`src/rtl/lcd_timing_pkg.sv`:
```
// Shared panel constants for the LCD raster timing and its downstream consumers.
// The counter width and the total-period limit also live here.
package lcd_timing_pkg;

  localparam int unsigned CntW = 11;
  localparam int unsigned MaxTotal = 2047;

  localparam int unsigned DefLcdWidth  = 480;
  localparam int unsigned DefLcdHeight = 280;
  localparam int unsigned DefHFp       = 8;
  localparam int unsigned DefHSync     = 4;
  localparam int unsigned DefHBp       = 43;
  localparam int unsigned DefVFp       = 8;
  localparam int unsigned DefVSync     = 4;
  localparam int unsigned DefVBp       = 12;

  function automatic int unsigned axis_total(input int unsigned active, input int unsigned fp,
                                             input int unsigned sync, input int unsigned bp);
    return active + fp + sync + bp;
  endfunction

  localparam int unsigned DefHTotal = axis_total(DefLcdWidth, DefHFp, DefHSync, DefHBp);
  localparam int unsigned DefVTotal = axis_total(DefLcdHeight, DefVFp, DefVSync, DefVBp);

endpackage

```
`src/rtl/lcd_timing_axis.sv`:
```
// One raster axis: a wrapping counter that advances on STEP, with unregistered
// active/sync/last decodes of the current count.
module lcd_timing_axis
  import lcd_timing_pkg::*;
#(
  parameter int unsigned ACTIVE = 480,
  parameter int unsigned FP     = 8,
  parameter int unsigned SYNC   = 4,
  parameter int unsigned BP     = 43
) (
  input  logic            CLK,
  input  logic            RST,
  input  logic            STEP,
  output logic [CntW-1:0] CNT,
  output logic            ACTIVE_O,
  output logic            SYNC_N,
  output logic            LAST
);

  localparam int unsigned Total = axis_total(ACTIVE, FP, SYNC, BP);

  localparam logic [CntW-1:0] CntLast   = CntW'(Total - 1);
  localparam logic [CntW-1:0] CntActive = CntW'(ACTIVE);
  localparam logic [CntW-1:0] SyncLo    = CntW'(ACTIVE + FP);
  localparam logic [CntW-1:0] SyncHi    = CntW'(ACTIVE + FP + SYNC);

  logic [CntW-1:0] r_cnt;
  logic [CntW-1:0] w_cnt_d;

  always_comb begin
    w_cnt_d = r_cnt;
    if (STEP) begin
      w_cnt_d = LAST ? '0 : r_cnt + 1'b1;
    end
  end

  always_ff @(posedge CLK or posedge RST) begin
    if (RST) begin
      r_cnt <= '0;
    end else begin
      r_cnt <= w_cnt_d;
    end
  end

  assign CNT      = r_cnt;
  assign LAST     = (r_cnt == CntLast);
  assign ACTIVE_O = (r_cnt < CntActive);
  assign SYNC_N   = !((r_cnt >= SyncLo) && (r_cnt < SyncHi));

endmodule

```
`src/rtl/lcd_timing.sv`:
```
// Parallel RGB LCD raster timing: free-running H/V counters with every output
// decoded from the counters and registered one clock later.
module lcd_timing
  import lcd_timing_pkg::*;
#(
  parameter int unsigned LCD_WIDTH  = DefLcdWidth,
  parameter int unsigned LCD_HEIGHT = DefLcdHeight,
  parameter int unsigned H_FP       = DefHFp,
  parameter int unsigned H_SYNC     = DefHSync,
  parameter int unsigned H_BP       = DefHBp,
  parameter int unsigned V_FP       = DefVFp,
  parameter int unsigned V_SYNC     = DefVSync,
  parameter int unsigned V_BP       = DefVBp
) (
  input  logic            CLK,
  input  logic            RST,
  output logic            HSYNC,
  output logic            VSYNC,
  output logic            DEN,
  output logic [CntW-1:0] X,
  output logic [CntW-1:0] Y,
  output logic            FRAME_START
);

  localparam int unsigned HTotal = axis_total(LCD_WIDTH, H_FP, H_SYNC, H_BP);
  localparam int unsigned VTotal = axis_total(LCD_HEIGHT, V_FP, V_SYNC, V_BP);

  if (HTotal > MaxTotal) begin : g_h_total_too_big
    $error("lcd_timing: H_TOTAL exceeds 2047");
  end
  if (VTotal > MaxTotal) begin : g_v_total_too_big
    $error("lcd_timing: V_TOTAL exceeds 2047");
  end

  logic [CntW-1:0] w_h_cnt, w_v_cnt;
  logic            w_h_active, w_v_active;
  logic            w_h_sync_n, w_v_sync_n;
  logic            w_h_last, w_v_last;
  logic            w_den;

  lcd_timing_axis #(
    .ACTIVE(LCD_WIDTH),
    .FP    (H_FP),
    .SYNC  (H_SYNC),
    .BP    (H_BP)
  ) u_h_axis (
    .CLK     (CLK),
    .RST     (RST),
    .STEP    (1'b1),
    .CNT     (w_h_cnt),
    .ACTIVE_O(w_h_active),
    .SYNC_N  (w_h_sync_n),
    .LAST    (w_h_last)
  );

  // Vertical advances once per line, on the last horizontal count.
  lcd_timing_axis #(
    .ACTIVE(LCD_HEIGHT),
    .FP    (V_FP),
    .SYNC  (V_SYNC),
    .BP    (V_BP)
  ) u_v_axis (
    .CLK     (CLK),
    .RST     (RST),
    .STEP    (w_h_last),
    .CNT     (w_v_cnt),
    .ACTIVE_O(w_v_active),
    .SYNC_N  (w_v_sync_n),
    .LAST    (w_v_last)
  );

  assign w_den = w_h_active && w_v_active;

  logic            r_hsync, r_vsync, r_den, r_frame_start;
  logic [CntW-1:0] r_x, r_y;

  always_ff @(posedge CLK or posedge RST) begin
    if (RST) begin
      r_hsync       <= 1'b1;
      r_vsync       <= 1'b1;
      r_den         <= 1'b0;
      r_x           <= '0;
      r_y           <= '0;
      r_frame_start <= 1'b0;
    end else begin
      r_hsync       <= w_h_sync_n;
      r_vsync       <= w_v_sync_n;
      r_den         <= w_den;
      r_x           <= w_den ? w_h_cnt : '0;
      r_y           <= w_den ? w_v_cnt : '0;
      r_frame_start <= (w_h_cnt == '0) && (w_v_cnt == '0);
    end
  end

  assign HSYNC       = r_hsync;
  assign VSYNC       = r_vsync;
  assign DEN         = r_den;
  assign X           = r_x;
  assign Y           = r_y;
  assign FRAME_START = r_frame_start;

  // The vertical wrap is implied by the counters; kept visible for lint.
  logic w_unused;
  assign w_unused = w_v_last;

endmodule

```
`config.mk`:
```
export PLATFORM = sky130hd
export DESIGN_NAME = lcd_timing
export DESIGN_NICKNAME = d
export VERILOG_FILES = /design/src/rtl/lcd_timing_pkg.sv /design/src/rtl/lcd_timing_axis.sv /design/src/rtl/lcd_timing.sv
export SDC_FILE = /design/constraint.sdc
export NUM_CORES = 1
export LEC_CHECK = 0
export ABC_AREA = 1
export CAP_MARGIN = 20
export CORE_MARGIN = 4
export CORE_UTILIZATION = 50
export CTS_CLUSTER_DIAMETER = 50
export DETAILED_ROUTE_END_ITERATION = 8
export HOLD_SLACK_MARGIN = 0.1
export PLACE_DENSITY = 0.76
export SYNTH_ARGS = -nofsm -noshare
export SYNTH_HDL_FRONTEND = slang
export SYNTH_HIERARCHICAL = 1
export SYNTH_SLANG_ARGS = --single-unit
```
`constraint.sdc`:
```
create_clock -name CLK -period 1.7 [get_ports CLK]
set_input_delay 0.51 -clock CLK [delete_from_list [all_inputs] [get_ports CLK]]
set_output_delay 0.51 -clock CLK [all_outputs]
set_load 0.02 [all_outputs]
```
==> flow_metrics.py <==
metrics = {
    "run_status": {
        "status": "finished clean",
    },
    "worst_hold_path": {
        "hp-class": "flip-flop to flip-flop",
    },
    "logic_synthesis": {
        "yosysWarnings": 6,
        "avgSynthCellArea_sq_um": 7.966,
        "syn_inst": 297,
        "syn_nets": 304,
        "syn_area_sq_um": 2366,
    },
    "final_layout": {
        "syn_to_final_growth_pct": 25.12,
        "fillers": 372,
        "nets": 357,
        "most-common-layout-cells": "60 x nor2_1, 59 x nand2_1, 58 x inv_1",
        "layoutNonFillerInstCount": 403,
        "fin_util": 0.6616,
        "mostFrequentLayoutCell": "nor2_1",
        "diodes": 0,
        "drive_gt1_frac": 0.1510,
    },
    "timing": {
        "rsz0062_at_grt": "true",
        "finalHoldViolations": 0,
        "min_period_over_period": 0.9805,
        "timing.hold.ws_ns": 0.5656,
        "min_period_ns": 1.667,
        "skew_ns": 0.004283,
        "slew_violations": 0,
        "max_freq_ghz": 0.5999,
        "setup_viol": 0,
    },
    "worst_setup_path": {
        "rr_endpoint": "u_v_axis/CNT[9]$_DFFE_PP0P_",
        "crit_required_ns": 1.93,
        "r2r_start": "u_h_axis/CNT[8]$_DFFE_PP0P_",
        "arrival_ns": 1.90,
        "cp_max_fo": 3,
        "worstSetupPathType": "flip-flop to flip-flop",
        "critPathLaunch": "u_h_axis/CNT[8]$_DFFE_PP0P_",
        "rrSetupSlack_ns": 0.03,
        "reg2reg_depth": 10,
        "start_kind": "flip-flop",
        "critPathCapture": "u_v_axis/CNT[9]$_DFFE_PP0P_",
        "worstSetupEndpointType": "flip-flop",
    },
    "cts": {
        "path_clk_slew_ns": 0.09,
        "postCtsHoldBufs": 0,
        "cts_buffers": 5,
        "cts.htree.levels": 2,
        "clock_path_buffers": 2,
        "cts_tree": "yes",
        "insertion_delay_ns": 0.30,
        "cts_root_buffer": "clkbuf_8",
        "cts.sinks": 48,
    },
    "job": {
        "cap_violations": 0,
    },
    "routing": {
        "drc": 0,
        "wl_microns": 4882,
        "ant_nets": 0,
        "wl_per_cell_microns": 12.11,
        "viasPerCell": 4.854,
        "drt_pass1_iterations": 4,
        "vias": 1956,
        "drt_iter0_drc": 221,
    },
    "die": {
        "die_area_sq_um": 5897,
        "pin_count": 28,
        "die_h_microns": 76.79,
        "start_util": 0.5288,
        "rows": 24,
        "die_w_microns": 76.79,
        "core_sq_um": 4474,
    },
    "global_routing": {
        "grt_pass1_wl_microns": 8383,
        "grt_max_degree": 27,
        "track_usage": 0.1768,
        "overflow": 0,
        "grt_pass1_vias": 1797,
        "antenna_found_initial": 0,
    },
    "placed_design": {
        "numPortBuffers": 27,
        "gp_congestion": 0.9039,
        "place_hpwl_microns": 3519,
        "dpl.cell_count": 388,
    },
    "pwr": {
        "power.density_nw_per_um2": 917.0,
        "p_leak_nw": 1.639,
        "ir_worst_vdd_mv": 0.4182,
    },
}
## how the worst min path moves through the flow
stage	startpoint	end	slack [ns]	cells after the start
2_1_floorplan	RST	u_h_axis/CNT[0]$_DFFE_PP0P_	0.36	1
3_3_place_gp	u_h_axis/CNT[10]$_DFFE_PP0P_	HSYNC$_DFF_PP1_	0.55	2
3_5_place_dp	u_h_axis/CNT[10]$_DFFE_PP0P_	HSYNC$_DFF_PP1_	0.56	2
4_1_cts	u_v_axis/CNT[8]$_DFFE_PP0P_	Y[8]$_DFF_PP0_	0.57	2
5_1_grt	u_v_axis/CNT[0]$_DFFE_PP0P_	Y[0]$_DFF_PP0_	0.60	2
6_report	u_v_axis/CNT[0]$_DFFE_PP0P_	Y[0]$_DFF_PP0_	0.57	2
## final cells by class
type / count / area, sq um / area share
Clock buffer: 6 / 82.58 / 0.02790
Sequential cell: 48 / 1204 / 0.4066
Inverter: 59 / 221.5 / 0.07481
Timing Repair Buffer: 50 / 414.1 / 0.1399
Tap cell: 52 / 65.06 / 0.02198
Multi-Input combinational cell: 186 / 934.6 / 0.3157
Clock inverter: 2 / 38.79 / 0.01310
## timing repair
action | CTS | global route
endpoints found under the setup margin | 26 | 13
resized for setup | 26 | 7
pin swaps | 0 | 5
setup buffers | 0 | 7
## per-stage QoR
step                worst slack, ns  cell area, sq um  setup TNS [ns]  power [mW]
floorplan                   0.08304              2375               0       1.636
global placement             0.1086              2795               0       1.842
detailed placement          0.03500              2795               0       1.864
CTS                         0.01732              2884               0       2.721
global route               -0.09494              2960         -0.3161       2.887
finish                      0.03314              2960               0       2.715
## worst max-delay path, cell delays in order, from the launching register on
cell and delay [ns]:
dfrtp_1 0.40, nor2_1 0.11, nand2_1 0.09, nor4_2 0.26
buf_4 0.18, nand3_1 0.10, nor2_2 0.18, nand3_1 0.10
nand2_1 0.07, inv_1 0.03, nor2_1 0.07
## report_power, final
group / internal, mW / switching (mW) / total [mW] / leakage (nW)
logic: 0.224 / 0.386 / 0.611 / 0.936
registers: 1.21 / 0.0366 / 1.25 / 0.642
clock network: 0.481 / 0.375 / 0.856 / 0.0614
## sequential cells by signal (all words and copies together), names as in the netlist
signal and cells:
DEN 1, FRAME_START 1, HSYNC 1, VSYNC 1, X 11, Y 11, u_h_axis/CNT 11, u_v_axis/CNT 11
## routing by layer
| metal | track usage | share of wire | up-vias | wire, microns |
|---|---|---|---|---|
| met5 | 0 | 0 | - | 0 |
| met4 | 0.05978 | 0.021 | 0 | 101 |
| met3 | 0.03747 | 0.063 | 12 | 307 |
| met2 | 0.2666 | 0.45 | 69 | 2181 |
| met1 | 0.2527 | 0.47 | 889 | 2292 |
| li1 | - | - | 986 | - |
No activity file was read; power rests on OpenSTA's default activity.
